===== src/rtl/uart_bridge_pkg.sv =====
// rtl/uart_bridge_pkg.sv - shared types and constants for the UART byte-to-frame bridge
// Contents:
//   bridge_state_t : frame FSM states (IDLE, HEADER, BODY, HOLD)
//   START_BYTE     : byte that opens a frame when seen in IDLE
package uart_bridge_pkg;

    typedef enum logic [1:0] {
        IDLE,
        HEADER,
        BODY,
        HOLD
    } bridge_state_t;

    localparam logic [7:0] START_BYTE = 8'hBB;

endpackage


===== src/rtl/uart_byte_collector.sv =====
// rtl/uart_byte_collector.sv - packs a byte stream LSB-first into a WIDTH-bit register
// Ports:
//   clk_in    in   1      clock, rising edge
//   rst_in    in   1      asynchronous active-low reset; clears count and data
//   i_clear   in   1      restart the fill at byte 0 (data is kept)
//   i_strobe  in   1      i_byte is to be stored this cycle
//   i_byte    in   8      byte to store
//   o_data    out  WIDTH  assembled register, byte k at [8k+:8]
//   o_done    out  1      high on the strobe that writes the last byte
module uart_byte_collector #(
    parameter int WIDTH = 32,
    parameter int CNT_W = $clog2(WIDTH / 8) + 1
) (
    input  logic             clk_in,
    input  logic             rst_in,
    input  logic             i_clear,
    input  logic             i_strobe,
    input  logic [7:0]       i_byte,
    output logic [WIDTH-1:0] o_data,
    output logic             o_done
);

    localparam int NB = WIDTH / 8;

    logic [CNT_W-1:0] r_count;
    logic [WIDTH-1:0] r_data;
    logic             w_last;

    assign w_last = (r_count == CNT_W'(NB - 1));

    always_ff @(posedge clk_in or negedge rst_in) begin
        if (!rst_in) begin
            r_count <= '0;
            r_data  <= '0;
        end else if (i_clear) begin
            r_count <= '0;
        end else if (i_strobe) begin
            // Restart at 0 after the last byte so the next frame needs no extra clear.
            r_count <= w_last ? '0 : r_count + CNT_W'(1);
            for (int k = 0; k < NB; k++) begin
                if (r_count == CNT_W'(k)) begin
                    r_data[8*k +: 8] <= i_byte;
                end
            end
        end
    end

    assign o_data = r_data;
    assign o_done = i_strobe && !i_clear && w_last;

endmodule


===== src/rtl/uart_rx_msg_bridge.sv =====
// rtl/uart_rx_msg_bridge.sv - UART byte stream to parallel header/payload frame bridge
// Waits for START_BYTE, collects HEADER_SIZE bits of header then MESSAGE_SIZE bits of
// payload (LSB-first), then holds the frame with bdge_valid_out until ctrl_ready_in.
// Optional inter-byte timeout: define UART_RX_BRIDGE_TIMEOUT_EN.
// Ports:
//   clk_in          in   1             clock, rising edge
//   rst_in          in   1             asynchronous active-low reset
//   ll_byte_in      in   8             byte from UART receiver
//   ll_valid_in     in   1             byte strobe
//   ll_ready_out    out  1             bridge accepts a byte (low only in HOLD)
//   header_out      out  HEADER_SIZE   assembled header
//   message_out     out  MESSAGE_SIZE  assembled payload
//   bdge_valid_out  out  1             complete frame present
//   ctrl_ready_in   in   1             controller takes the frame
module uart_rx_msg_bridge #(
    parameter int MESSAGE_SIZE   = 512,
    parameter int HEADER_SIZE    = 32,
    parameter int TIMEOUT_CYCLES = 100000
) (
    input  logic                    clk_in,
    input  logic                    rst_in,
    input  logic [7:0]              ll_byte_in,
    input  logic                    ll_valid_in,
    output logic                    ll_ready_out,
    output logic [HEADER_SIZE-1:0]  header_out,
    output logic [MESSAGE_SIZE-1:0] message_out,
    output logic                    bdge_valid_out,
    input  logic                    ctrl_ready_in
);

    import uart_bridge_pkg::*;

    localparam int MAX_SIZE = (HEADER_SIZE > MESSAGE_SIZE) ? HEADER_SIZE : MESSAGE_SIZE;
    localparam int CNT_W    = $clog2(MAX_SIZE / 8) + 1;

    bridge_state_t r_state;
    bridge_state_t w_next;
    logic          w_accept;
    logic          w_hdr_done;
    logic          w_msg_done;
    logic          w_clear;
    logic          w_timeout;

    assign ll_ready_out   = (r_state != HOLD);
    assign bdge_valid_out = (r_state == HOLD);
    assign w_accept       = ll_valid_in && ll_ready_out;
    // Fill counters sit at 0 while idle, so a start byte always begins a fresh frame.
    assign w_clear        = (r_state == IDLE) || w_timeout;

    uart_byte_collector #(
        .WIDTH (HEADER_SIZE),
        .CNT_W (CNT_W)
    ) u_hdr (
        .clk_in   (clk_in),
        .rst_in   (rst_in),
        .i_clear  (w_clear),
        .i_strobe (w_accept && (r_state == HEADER)),
        .i_byte   (ll_byte_in),
        .o_data   (header_out),
        .o_done   (w_hdr_done)
    );

    uart_byte_collector #(
        .WIDTH (MESSAGE_SIZE),
        .CNT_W (CNT_W)
    ) u_msg (
        .clk_in   (clk_in),
        .rst_in   (rst_in),
        .i_clear  (w_clear),
        .i_strobe (w_accept && (r_state == BODY)),
        .i_byte   (ll_byte_in),
        .o_data   (message_out),
        .o_done   (w_msg_done)
    );

`ifdef UART_RX_BRIDGE_TIMEOUT_EN
    localparam int TO_W = $clog2(TIMEOUT_CYCLES + 1);

    logic [TO_W-1:0] r_idle_cnt;
    logic            w_collecting;

    assign w_collecting = (r_state == HEADER) || (r_state == BODY);
    assign w_timeout    = w_collecting && (r_idle_cnt >= TO_W'(TIMEOUT_CYCLES));

    // Counts idle clocks between accepted bytes; HOLD and IDLE keep it at 0.
    always_ff @(posedge clk_in or negedge rst_in) begin
        if (!rst_in) begin
            r_idle_cnt <= '0;
        end else if (w_collecting && !w_accept && !w_timeout) begin
            r_idle_cnt <= r_idle_cnt + TO_W'(1);
        end else begin
            r_idle_cnt <= '0;
        end
    end
`else
    // Never true; keeps TIMEOUT_CYCLES referenced when the timeout is not built.
    assign w_timeout = (TIMEOUT_CYCLES < 0);
`endif

    always_ff @(posedge clk_in or negedge rst_in) begin
        if (!rst_in) begin
            r_state <= IDLE;
        end else begin
            r_state <= w_next;
        end
    end

    always_comb begin
        w_next = r_state;
        case (r_state)
            IDLE: begin
                if (w_accept && (ll_byte_in == START_BYTE)) begin
                    w_next = HEADER;
                end
            end
            HEADER: begin
                if (w_timeout) begin
                    w_next = IDLE;
                end else if (w_hdr_done) begin
                    w_next = BODY;
                end
            end
            BODY: begin
                if (w_timeout) begin
                    w_next = IDLE;
                end else if (w_msg_done) begin
                    w_next = HOLD;
                end
            end
            HOLD: begin
                if (ctrl_ready_in) begin
                    w_next = IDLE;
                end
            end
            default: w_next = IDLE;
        endcase
    end

endmodule


===== config.mk =====
export PLATFORM = sky130hd
export DESIGN_NAME = uart_rx_msg_bridge
export DESIGN_NICKNAME = d
export VERILOG_FILES = /design/src/rtl/uart_bridge_pkg.sv /design/src/rtl/uart_byte_collector.sv /design/src/rtl/uart_rx_msg_bridge.sv
export SDC_FILE = /design/constraint.sdc
export NUM_CORES = 1
export LEC_CHECK = 0
export BUFFER_PORTS_ARGS = -buffer_cell sky130_fd_sc_hd__buf_2
export CAP_MARGIN = 20
export CORE_AREA = 10 10 233 235
export CTS_CLUSTER_DIAMETER = 60
export DETAILED_ROUTE_END_ITERATION = 12
export DIE_AREA = 0 0 243 245
export PLACE_DENSITY = 0.7
export SLEW_MARGIN = 10
export SYNTH_ARGS = -nofsm -noshare
export SYNTH_HDL_FRONTEND = slang
export SYNTH_HIERARCHICAL = 1
export SYNTH_SLANG_ARGS = --single-unit
export TNS_END_PERCENT = 1

===== constraint.sdc =====
create_clock -name clk_in -period 2.5 [get_ports clk_in]
set_input_delay 0.5 -clock clk_in [delete_from_list [all_inputs] [get_ports clk_in]]
set_output_delay 0.5 -clock clk_in [all_outputs]
set_load 0.01 [all_outputs]

---- After elaboration in Yosys (flattened, before gate mapping) ----
Index checks and enable logic that the tools add are counted.
word-level totals
  output and inout port bits .............. 546
  latch bits .............................. 0
  ROM bits ................................ 0
  memories ................................ 0
  register bits ........................... 560
  RAM bits ................................ 0
  word-level logic and storage cells ...... 243
operators by class
  bitwise logic cells ..................... 1
  multiply operators ...................... 0
  divide/modulo/power cells ............... 0
  shifts and indexed selects .............. 0
  equal/unequal tests ..................... 75
  reduce and logical (&&, ||, !) cells .... 83
  $lt $le $gt $ge ......................... 0
  mux-type cells .......................... 11
  add/subtract/negate cells ............... 2
operators by type and width
  operator                                        number
  == test 7 x 6 -> 1 bit (second input constant)  32
  AND reduction 3 bit                             68
  == test 7 x 5 -> 1 bit (second input constant)  16
  == test 7 x 4 -> 1 bit (second input constant)  8
  two-way mux 7 bit                               6
  == test 7 x 2 -> 1 bit (second input constant)  4
  == test 7 x 3 -> 1 bit (second input constant)  4
  adder 7 x 1 -> 7 bit (second input constant)    2
  == test 7 x 1 -> 1 bit (second input constant)  2
  logical NOT 7 bit                               2
  == test 8 bit (second input constant)           1
  logical AND 1 bit                               8
  two-way mux 2 bit                               4
  case mux 2 bit (4 select lines)                 1
  != test 2 x 1 -> 1 bit (second input constant)  3
  == test 2 bit (second input constant)           2
  != test 2 bit (second input constant)           2
  AND reduction 4 bit                             1
  nonzero test 2 bit                              2
  == test 2 x 1 -> 1 bit (second input constant)  1
  logical NOT 2 bit                               1
  logical NOT 1 bit                               1
  inverter 1 bit                                  1

---- Longest topological paths before layout ----
Gate-level depths: netlist of the first run.
  depth in word-level cells ............... 7
  depth in mapped cells ................... 10

---- Modules after synthesis ----
Netlist of the first run, hierarchy kept.
by module, submodules not included
  module                       sequential area each (um^2)  cells each  times used  area each (um^2)
  uart_byte_collector (u_msg)  12987.5                      1250        1           20151.8
  uart_byte_collector (u_hdr)  975.9                        113         1           1636.6
  uart_rx_msg_bridge           50.0                         20          1           201.4

---- Least setup slack after synthesis of the first run ----
No wires, ideal clock.
  path type ............................... flip-flop to flip-flop
  start ................................... reg r_state[0]
  end ..................................... reg r_state[1]
  cell stages (with the launch flop) ...... 11
  path slack .............................. -0.078 ns
  library setup time ...................... 0.128 ns
  period minus slack after synthesis ...... 2.578 ns
  required time ........................... 2.372 ns
  data arrival time ....................... 2.451 ns
  cell sequence ........................... dfrtp_1 > ha_1 > inv_1 > and3_1 > nor4bb_1 > clkbuf_1 > nand3_1 > inv_1 > o221ai_1 > a21oi_2 > mux2_1
on the way
  elaborated cells on any way between the ends .. 20
  classes of those cells .................. 8 x eq/ne; 1 x mux; 11 x reduce/logical
RTL lines
  what                                     line                       text
  start: declaration                       uart_rx_msg_bridge.sv:36   bridge_state_t r_state;
  start signal: assignment                 uart_rx_msg_bridge.sv:104  r_state <= w_next;
  == test 2 bit (*)                        -
  named net bdge_valid_out                 uart_rx_msg_bridge.sv:27   output logic bdge_valid_out,
  != test 2 x 1 -> 1 bit (no source line)  -
  AND reduction 4 bit (no source line)     -
The timed path passes the listed nets; every way through them passes the cells marked *.
A chain may end at the register's enable or synchronous reset.

---- Worst setup path in the final report of the first run ----
  start ................................... reg r_state[0]
  end ..................................... reg u_msg.r_data[111] (netlist: u_msg/o_data[111])
on the way
  word-level cells in the longest chain between the ends .. 4
  elaborated cells on any way between the ends .. 7
  classes of those cells .................. 2 x eq/ne; 1 x bitwise; 4 x reduce/logical
ends and longest elaborated chain
  what                                      line                       text
  != test 2 bit                             uart_rx_msg_bridge.sv:44   assign ll_ready_out = (r_state != HOLD);
  logical AND 1 bit                         uart_rx_msg_bridge.sv:46   assign w_accept = ll_valid_in && ll_ready_out;
  logical AND 1 bit                         uart_rx_msg_bridge.sv:70   .i_strobe (w_accept && (r_state == BODY)),
  AND reduction 3 bit (no source line) (*)  -
  end signal: indexed assignment            uart_byte_collector.sv:42  r_data[8*k +: 8] <= i_byte;
  end: declaration                          uart_byte_collector.sv:26  logic [WIDTH-1:0] r_data;
Mark *: on every way between the ends. The rest lies on a longest branch, timed or not.

==> reports/qor_table.md, run 1 <==
| Step | Parameter | This run |
| --- | --- | --- |
| sta | Final worst slack | 0.0581 ns |
| sta | Unrepaired setup endpoints after global routing | yes |
| finish | Fraction of layout cells with a size suffix above 1 | 65.4% |
| worst setup path | CP bufs+invs | 3 |
| clock tree | CTS HTree Levels | 2 |
| global routing | Total congestion overflow | 0 |
| synthesis | Commonest register cell after synthesis | dfrtp_1 |
| global routing | Vias in the first global route | 15,600 |
| clock tree | Clock Root Buffer | clkbuf_16 |
| clock tree | TritonCTS Buffers | 57 |
| sta | Final Hold Slack | 0.442 ns |
| synthesis | Xor-xnor portion of the synthesized cell area | 0.199% |
| detailed routing | Wire length reported by the detailed router | 66.9 mm |
| detailed routing | Antenna-violating nets left | 0 |
| worst setup path | Worst path max stage delay | 0.49 ns |
| synthesis | Avg Inst Size Synth | 15.9 sq um |
| outcome | Outcome | completed |
| worst setup path | CP max-delay cell | or4b_4 |
| worst setup path | Endpoint required time on the critical path | 2.98 ns |
| detailed routing | Post-detailed-route via-to-cell ratio | 5.21 |
| detailed routing | DRC violation total after the first TritonRoute iteration | 617 |
| sta | Final max-slew violation count | 0 |
| power | Power density of the placed cells | 743 mW/mm^2 |
| placed design | Worst slack at placement | -0.0233 ns |
| sta | Max frequency | 410 MHz |
| detailed routing | Routed WL per cell | 24.4 microns |
| finish | Most frequent standard cell in the layout excluding fill and tap cells | dfrtp_1 |
| placed design | Port-buffer cells | 557 |
| worst setup path | Startpoint-to-endpoint class of the critical path | register to register |
| synthesis | Adder-cell area share of the yosys netlist | 0.683% |
| synthesis | Leading post-synthesis cells by cell area | dfrtp_1, mux2_2, clkbuf_1 |
| power | IR drop worst, VDD | 0.635 mV |
| synthesis | Proportion of synthesized flip-flops having asynchronous set or reset | 100% |
| synthesis | Number of warnings printed during yosys synthesis | 6 |
| die | Die outline area | 0.0595 sq mm |
| global routing | Largest net degree at the start of global routing | 97 |
| clock tree | Insertion delay of the later-clocked pin in the worst-skew pair | 0.60 ns |
| sta | Worst slew slack as a fraction of its limit | 34.9% |
| detailed routing | DRC violation count after routing | 0 |
| worst hold path | Hold Crit Class | primary input to async pin |
| finish | Total non-filler cell area in the finished layout | 0.0284 sq mm |
| finish | Leading cell types in the layout, fill and taps excluded | dfrtp_1, buf_2, mux2_2, buf_4, clkbuf_16 |
| synthesis | EDFF count, synth | 0 |
| sta | Final Cycle Share | 97.7% |
| detailed routing | DR pass1 iterations | 4 |
| worst setup path | Kind of end point of the critical path | register |
| worst setup path | CP cell instances | inv_1 -> ha_2 -> and3_1 -> or4b_4 -> buf_12 -> nor3_2 -> buf_6 -> mux2_2 |
| global routing | GRT Total Usage | 21.8% |
| global routing | Number of antenna violations at the first check in global routing | 1 |
| synthesis | Synthesized area | 0.0220 sq mm |
| sta | Final hold violation count | 0 |
| clock tree | Maximum buffer depth of the clock tree | 3 |
| synthesis | Compound-cell area share of the yosys netlist | 0.523% |
| synthesis | Fraction of synthesized cell area taken by the top area cell type | 63.7% |
| synthesis | Gate count after technology mapping | 1,383 |
| die | Initial cell density of the core | 44.3% |
| die | Cell Rows | 82 |
| worst setup path | CP Max Fanout | 16 |
| synthesis | Unique masters post-synth | 46 |
| clock tree | Clock slew seen by the registers of the worst setup and hold paths | 0.06 ns |
| detailed routing | Number of vias after detailed routing | 14,300 |
| synthesis | Yosys reg bits | 560 |
| placed design | HPWL after DPL | 46.5 mm |
| worst setup path | Family with the most delay on the worst path | simple AND/OR/NAND/NOR gates |
| finish | Sequential cell area | 0.0140 sq mm |
| synthesis | Area share of and/or/nand/nor cells after synthesis | 5.10% |
| placed design | Placed standard-cell area | 0.0263 sq mm |
| placed design | Routability congestion estimate from global placement | 0.797 |
| die | Total I/O pin count | 558 |
| sta | Crit path time final | 2.44 ns |
| sta | Final setup violation count | 0 |
| worst setup path | Critical Path AT | 2.92 ns |
| worst setup path | Critical Path Source Type | register |
| die | Die Y-Extent | 245 microns |
| global routing | Global-route wire length before repair | 101 mm |
| sta | Transition time at the pin with the least slew margin | 0.976 ns |
| power | Overall power | 0.0211 W |
| synthesis | Post-synthesis mux area share | 28.0% |
| power | Standby leakage power | 15.9 nW |
| run | Count of max-cap constraint violations | 0 |
| clock tree | Number of clock sinks | 560 |
| die | Core region area | 0.0497 sq mm |
| finish | Count of filler cells inserted in the layout | 4,055 |
| clock tree | TritonCTS clock tree | done |
| die | Die boundary width | 243 microns |
| synthesis | Share of synthesized area occupied by flip-flops and latches | 63.7% |
| finish | Total area of multi-input combinational cells | 0.00764 sq mm |
| synthesis | Cell accounting for the most synthesized area | dfrtp_1 |
| synthesis | Main combinational cell family by area after synthesis | multiplexers |
| sta | Clock skew after layout | 0.0223 ns |
| synthesis | Net Count, Synth | 1,407 |
| finish | Count of nets after finishing | 2,044 |
| finish | Area grow syn2layout | 29.1% |
## power by group
part,internal [W],total (W),switching (W),leakage [nW]
combinational,0.00102,0.00247,0.00145,7.16
clock,0.00535,0.00885,0.00350,0.986
sequential,0.00951,0.00977,0.000268,7.78
total,0.0159,0.0211,0.00522,15.9
## area by class of cell
| class | instances | area share, % |
|---|---|---|
| sequential | 560 | 49.4 |
| multi-input combinational | 728 | 26.9 |
| timing repair buffer | 664 | 13.6 |
| clock buffer | 87 | 6.17 |
| tap | 672 | 2.96 |
| clock inverter | 19 | 0.881 |
| inverter | 9 | 0.119 |
| antenna | 1 | 0.00881 |
## state kept, by name (all words and copies together) (netlist names)
register       flops
u_msg/o_data     512
u_msg/r_count      7
u_hdr/r_count      7
u_hdr/o_data      32
r_state            2
## layer usage
layer | up-vias | GRT usage (%) | routed length, microns
met4 | 0 | 6.45 | 1670
met1 | 7544 | 25.8 | 26500
met3 | 90 | 6.59 | 4630
met5 | - | 0 | 0
met2 | 412 | 37.7 | 34100
li1 | 6239 | - | -
## cell families (layout without fill, tap and decap cells)
kind of cell,Yosys count,after routing
buffers and inverters,95,779
multiplexers,547,547
adder cells (fa/ha/maj),12,12
AND/OR/NAND/NOR,147,147
XOR/XNOR,5,5
flip-flops,560,560
AO/OA/AOI/OAI,17,17
other,0,1
## synthesized netlist by cell type (5+ instances only)
master	instances
inv_1	9
nand4_1	5
nand3_1	40
nor2_1	8
nand2b_1	5
clkbuf_1	63
buf_1	10
dfrtp_1	560
ha_1	12
xor2_1	5
and3b_1	8
nand2_1	5
nor3_2	23
nand3b_1	8
mux2_2	543
nor3_4	10
and3_1	7
buf_2	10
a21oi_1	5
## worst paths after layout
kind                                        start                 to  slack, ns  cells past startpoint
worst max-delay path                   r_state[0]  u_msg/o_data[111]       0.06                      8
worst min register to register  u_msg/o_data[412]  u_msg/o_data[412]       0.50                      1
worst min-delay path                       rst_in  u_msg/o_data[315]       0.44                      2
worst max register to register         r_state[0]  u_msg/o_data[111]       0.06                      8
max in group asynchronous                  rst_in  u_msg/o_data[145]       1.16                      3
min in group clk_in                 ctrl_ready_in         r_state[0]       0.46                      3
## metrics by stage
step / std cells / util, % / setup TNS (ns)
global placement: 2630 / 53.0 / 0
global route: 2740 / 57.2 / -2.41
detailed placement: 2630 / 53.0 / -0.123
finish: 2740 / 57.2 / 0
floorplan: 1383 / - / -3.27
CTS: 2737 / 57.1 / 0
## repair_timing
item,4_1_cts,5_1_grt
setup buffers,0,1
pin swaps,0,3
hold buffers,1,0
setup endpoints to repair,8,272
cloned,0,1
hold endpoints to repair,33,0
gates resized for setup,1,12
No activity file was read; power rests on OpenSTA's default activity.
==> run 2, diff against run 1 <==
PLACE_DENSITY = 0.68   (was 0.7)
clock period = 2.9 ns   (was 2.5 ns; I/O delays follow)
==> run 2 against run 1 <==
Worst hold slack improved by 0.055 ns. Register-to-register slack improved by 0.11 ns. Power is 14% lower. First-iteration DRC count is 2.4% higher. Via count decreased by 1.4%.
==> reports/qor_table.md, run 2 (synthesis gave the netlist of run 1 again) <==
| Step | Parameter | This run |
| --- | --- | --- |
| outcome | Outcome | completed |
| clock tree | Insertion delay of the later-clocked pin in the worst-skew pair | 0.61 ns |
| finish | Leading cell types in the layout, fill and taps excluded | dfrtp_1, buf_2, mux2_2, clkbuf_16, buf_4 |
| worst setup path | CP Max Fanout | 15 |
| global routing | Number of antenna violations at the first check in global routing | 0 |
| run | Count of max-cap constraint violations | 0 |
| sta | Clock skew after layout | 0.0166 ns |
| placed design | Worst slack at placement | 0.192 ns |
| detailed routing | Antenna-violating nets left | 0 |
| sta | Max frequency | 366 MHz |
| die | Total I/O pin count | 558 |
| worst setup path | Kind of end point of the critical path | register |
| clock tree | TritonCTS Buffers | 60 |
| worst setup path | Critical Path Source Type | register |
| placed design | Routability congestion estimate from global placement | 0.792 |
| detailed routing | Post-detailed-route via-to-cell ratio | 5.20 |
| worst setup path | Endpoint required time on the critical path | 3.38 ns |
| sta | Final max-slew violation count | 0 |
| die | Die boundary width | 243 microns |
| detailed routing | Wire length reported by the detailed router | 67.4 mm |
| finish | Most frequent standard cell in the layout excluding fill and tap cells | dfrtp_1 |
| finish | Count of nets after finishing | 2,012 |
| sta | Final worst slack | 0.165 ns |
| clock tree | Number of clock sinks | 560 |
| global routing | Vias in the first global route | 15,400 |
| sta | Transition time at the pin with the least slew margin | 0.984 ns |
| sta | Unrepaired setup endpoints after global routing | yes |
| worst setup path | Critical Path AT | 3.22 ns |
| worst hold path | Worst Hold Path Cells | 1 |
| die | Die outline area | 0.0595 sq mm |
| clock tree | Maximum buffer depth of the clock tree | 3 |
| worst hold path | Hold Crit Class | register to register |
| power | Power density of the placed cells | 648 mW/mm^2 |
| clock tree | Clock Root Buffer | clkbuf_16 |
| power | Standby leakage power | 15.7 nW |
| power | Overall power | 0.0181 W |
| placed design | Cell count after placement | 2,597 |
| sta | Worst slew slack as a fraction of its limit | 34.4% |
| global routing | Largest net degree at the start of global routing | 88 |
| clock tree | TritonCTS clock tree | done |
| worst setup path | Reg2Reg Depth | 8 |
| finish | Antenna Cells | 0 |
| finish | Number of flip-flops in the largest register | 512 |
| detailed routing | DRC violation count after routing | 0 |
| detailed routing | DRC violation total after the first TritonRoute iteration | 632 |
| finish | Fraction of layout cells with a size suffix above 1 | 64.4% |
| placed design | HPWL after DPL | 46.6 mm |
| die | Die Y-Extent | 245 microns |
| die | Cell Rows | 82 |
| sta | Final Cycle Share | 94.3% |
| placed design | Port-buffer cells | 557 |
| sta | Crit path time final | 2.73 ns |
| detailed routing | Number of vias after detailed routing | 14,100 |
| finish | Fin cells | 2,708 |
| global routing | Total congestion overflow | 0 |
| sta | Final setup violation count | 0 |
| sta | Total negative slack for setup checks | 0 ns |
| global routing | Global-route wire length before repair | 102 mm |
| worst setup path | Startpoint-to-endpoint class of the critical path | register to register |
| die | Initial cell density of the core | 44.3% |
| finish | Count of filler cells inserted in the layout | 4,118 |
| sta | Final hold violation count | 0 |
| die | Core region area | 0.0497 sq mm |
| global routing | GRT Total Usage | 22.2% |
| clock tree | CTS HTree Levels | 2 |
| finish | Area grow syn2layout | 27.1% |
| clock tree | Clock slew seen by the registers of the worst setup and hold paths | 0.06 ns |
| clock tree | Post-CTS Setup Bufs | 0 |
| power | IR drop worst, VDD | 0.547 mV |
| detailed routing | Routed WL per cell | 24.9 microns |
| detailed routing | DR pass1 iterations | 4 |
## run 2: cell types whose count changed in the layout (fill, tap and decap cells not counted), sizes merged
| cell | previous run | this run |
|---|---|---|
| clkinvlp | 2 | 3 |
| inv | 11 | 17 |
| clkinv | 10 | 8 |
| bufinv | 5 | 4 |
| buf | 663 | 628 |
| diode | 1 | 0 |
## run 2: cell type report
class | count | area (sq um) | share of cell area (%)
flip-flops and latches | 560 | 14000 | 50.1
repair buffers | 629 | 3470 | 12.4
clock inverters | 23 | 260 | 0.931
clock buffers | 87 | 1720 | 6.17
well taps | 672 | 841 | 3.01
multi-input cells | 728 | 7610 | 27.2
inverters | 9 | 33.8 | 0.121
## run 2: path summary, 6_finish.rpt
kind / slack, ns / to / startpoint
max: 0.17 / u_msg/o_data[410] / r_state[0]
min: 0.50 / u_hdr/o_data[1] / u_hdr/o_data[1]
max reg2reg: 0.17 / u_msg/o_data[410] / r_state[0]
min reg2reg: 0.50 / u_hdr/o_data[1] / u_hdr/o_data[1]
max in group asynchronous: 1.43 / u_msg/o_data[138] / rst_in
min in group asynchronous: 0.53 / u_msg/o_data[316] / rst_in
## run 2: stage by stage
stage / instance area [sq um] / hold slack, ns / util, %
CTS: 28000 / 0.491 / 56.3
detailed placement: 26000 / 0.488 / 52.3
floorplan: 22000 / 0.284 / -
finish: 28000 / 0.497 / 56.3
global route: 28000 / 0.505 / 56.3
global placement: 26000 / 0.473 / 52.3
## run 2: layer usage
| metal | global-route usage [%] | wire length, microns | vias to the layer above |
|---|---|---|---|
| met3 | 6.40 | 4470 | 98 |
| met1 | 26.2 | 26700 | 7374 |
| met2 | 38.6 | 34500 | 430 |
| li1 | - | - | 6185 |
| met4 | 6.63 | 1730 | 0 |
| met5 | 0 | 0 | - |
## run 2: timing repair
action	CTS	global route
hold buffers	1	0
gates resized for setup	0	0
setup endpoints to repair	0	16
endpoints found under the hold margin	51	0
## run 2: worst max-delay path: stages, from the launching register on
cell and delay [ns]:
dfrtp_1 0.41, ha_1 0.25, inv_1 0.11, and3_1 0.21, buf_4 0.19, nor4bb_4 0.31, buf_4 0.29, nand3_1 0.39
mux2_2 0.43
## run 2: power breakdown
part / internal [W] / switching (W) / leakage [nW] / total [W]
logic: 0.000808 / 0.00126 / 6.98 / 0.00207
clock network: 0.00450 / 0.00313 / 0.972 / 0.00762
registers: 0.00819 / 0.000226 / 7.78 / 0.00842
==> run 3, diff against run 2 <==
CORE_AREA = 10 10 199 220   (was 10 10 233 235)
DIE_AREA = 0 0 209 230   (was 0 0 243 245)
PLACE_DENSITY = 0.83   (was 0.68)
==> run 3 against run 2 <==
Critical path depth unchanged. Non-clock buffer count fell by 9. Wire length down 0.75%. Fmax fell by 0.19%. Worst hold slack lost 0.017 ns. Global-route usage grew 5.0 points. Combinational power is 2% lower. Final area is 1.1% lower. Cell count shrank 6.6%. First-iteration DRC count is 20% higher. Worst setup slack worse by 0.0053 ns. Core utilization up 15 points.
==> reports/qor_table.md, run 3 (synthesis gave the netlist of run 1 again) <==
| Step | Parameter | This run |
| --- | --- | --- |
| worst setup path | Worst setup path startpoint | r_state[0] |
| run | Count of max-cap constraint violations | 0 |
| worst setup path | CP cell instances | ha_1 -> inv_1 -> and3_1 -> buf_4 -> nor4bb_4 -> buf_4 -> nand3_1 -> mux2_2 |
| sta | Max frequency | 365 MHz |
| worst setup path | CP Max Fanout | 15 |
| finish | Most frequent standard cell in the layout excluding fill and tap cells | dfrtp_1 |
| global routing | Largest net degree at the start of global routing | 94 |
| sta | Transition time at the pin with the least slew margin | 0.973 ns |
| global routing | GRT Total Usage | 27.2% |
| worst setup path | Startpoint-to-endpoint class of the critical path | register to register |
| worst setup path | Start of the worst register-to-register path | r_state[0] |
| sta | Crit path time final | 2.74 ns |
| worst hold path | Hold path startpoint | ll_byte_in[0] |
| clock tree | TritonCTS clock tree | done |
| placed design | Routability congestion estimate from global placement | 0.825 |
| sta | Clock skew after layout | 0.0211 ns |
| finish | Fin cells | 2,529 |
| placed design | Port-buffer cells | 557 |
| worst setup path | Kind of end point of the critical path | register |
| finish | Number of flip-flops in the largest register | 512 |
| power | Standby leakage power | 15.7 nW |
| die | Cell Rows | 76 |
| worst setup path | Endpoint required time on the critical path | 3.37 ns |
| die | Initial cell density of the core | 56.4% |
| die | Die outline area | 0.0481 sq mm |
| placed design | Cell count after placement | 2,423 |
| worst setup path | CP max-delay cell | mux2_2 |
| finish | Fraction of layout cells with a size suffix above 1 | 64.5% |
| global routing | Number of antenna violations at the first check in global routing | 3 |
| sta | Final worst slack | 0.160 ns |
| finish | Count of nets after finishing | 1,999 |
| worst setup path | Most Frequent Cell on Critical Path | buf_4 |
| detailed routing | Number of vias after detailed routing | 14,300 |
| clock tree | Post-CTS Setup Bufs | 0 |
| outcome | Outcome | completed |
| worst setup path | Worst path max stage delay | 0.43 ns |
| finish | Area grow syn2layout | 25.7% |
| detailed routing | Routed WL per cell | 26.4 microns |
| sta | Final Hold Slack | 0.480 ns |
| detailed routing | Post-detailed-route via-to-cell ratio | 5.67 |
| worst hold path | Hold Crit Class | primary input to register |
| clock tree | Clock Root Buffer | clkbuf_16 |
| global routing | Total congestion overflow | 0 |
| clock tree | Maximum buffer depth of the clock tree | 3 |
| sta | Final setup violation count | 0 |
| sta | Final hold violation count | 0 |
| power | IR drop worst, VDD | 0.652 mV |
| global routing | Global-route wire length before repair | 101 mm |
| detailed routing | Antenna-violating nets left | 0 |
| worst setup path | Critical Path Source Type | register |
| detailed routing | DRC violation total after the first TritonRoute iteration | 760 |
| die | Total I/O pin count | 558 |
| sta | Worst slew slack as a fraction of its limit | 35.1% |
| worst setup path | Family with the most delay on the worst path | simple AND/OR/NAND/NOR gates |
| power | Power density of the placed cells | 655 mW/mm^2 |
| clock tree | TritonCTS Buffers | 56 |
| die | Die boundary width | 209 microns |
| sta | Unrepaired setup endpoints after global routing | yes |
| finish | Fraction of the core area covered by cells at the end of the flow | 70.9% |
| worst setup path | Critical Path AT | 3.21 ns |
| detailed routing | DR pass1 iterations | 5 |
| placed design | Worst slack at placement | 0.206 ns |
| finish | Leading cell types in the layout, fill and taps excluded | dfrtp_1, buf_2, mux2_2, clkbuf_16, buf_4 |
| global routing | Vias in the first global route | 15,700 |
| detailed routing | Wire length reported by the detailed router | 66.9 mm |
| clock tree | CTS HTree Levels | 2 |
| die | Core region area | 0.0390 sq mm |
| detailed routing | DRC violation count after routing | 0 |
| sta | Final max-slew violation count | 0 |
| clock tree | Number of clock sinks | 560 |
| sta | Final Cycle Share | 94.5% |
| placed design | HPWL after DPL | 45.8 mm |
| worst setup path | CP bufs+invs | 3 |
| die | Die Y-Extent | 230 microns |
| clock tree | Clock slew seen by the registers of the worst setup and hold paths | 0.06 ns |
| clock tree | Insertion delay of the later-clocked pin in the worst-skew pair | 0.60 ns |
==> run 3: layer usage <==
layer | wire length (microns) | track usage, %
met5 | 0 | 0
met4 | 2290 | 10.1
met3 | 5320 | 8.46
met2 | 34400 | 46.7
met1 | 24900 | 31.3
==> run 3: metrics by stage <==
step / cell area, sq um / setup TNS, ns / total power [W]
after global routing: 27600 / -0.00305 / 0.0187
after floorplan: 22000 / 0 / 0.00960
after global placement: 25600 / 0 / 0.0105
after detailed placement: 25600 / 0 / 0.0106
after CTS: 27600 / 0 / 0.0182
final: 27600 / 0 / 0.0181
==> run 3: worst paths after layout <==
check                                    end  slack (ns)  cells past startpoint
max                        u_msg/o_data[436]        0.16                      8
min                               r_state[0]        0.48                      4
max reg2reg                u_msg/o_data[436]        0.16                      8
min reg2reg                u_msg/o_data[268]        0.50                      1
max in group asynchronous  u_msg/o_data[268]        1.38                      4
min in group asynchronous   u_hdr/o_data[23]        0.49                      2
==> run 3: tightest hold or removal path, delay by kind of cell <==
family / cells / cell delay (ns)
and+or+nand+nor: 1 / 0.10
buffers and inverters: 1 / 0.12
AOI/OAI and AO/OA: 2 / 0.24
==> run 3: timing repair <==
item / in CTS / in global routing
hold buffers: 1 / 0
hold endpoints to repair: 35 / 0
gates resized for setup: 0 / 2
endpoints found under the setup margin: 0 / 4
==> run 3: area by class of cell <==
cell class              count  area, sq um
diodes                      3         7.51
clock buffers              81         1650
clock inverters            21          319
fillers                  2511        11300
inverters                   9         33.8
multi-input cells         728         7620
flip-flops and latches    560        14000
well taps                 507          634
repair buffers            620         3360
==> run 3: where the power goes <==
| group | internal, W | total, W | switching (W) |
|---|---|---|---|
| combinational | 0.000790 | 0.00202 | 0.00123 |
| clock | 0.00458 | 0.00763 | 0.00306 |
| sequential | 0.00819 | 0.00844 | 0.000246 |
| total | 0.0136 | 0.0181 | 0.00453 |
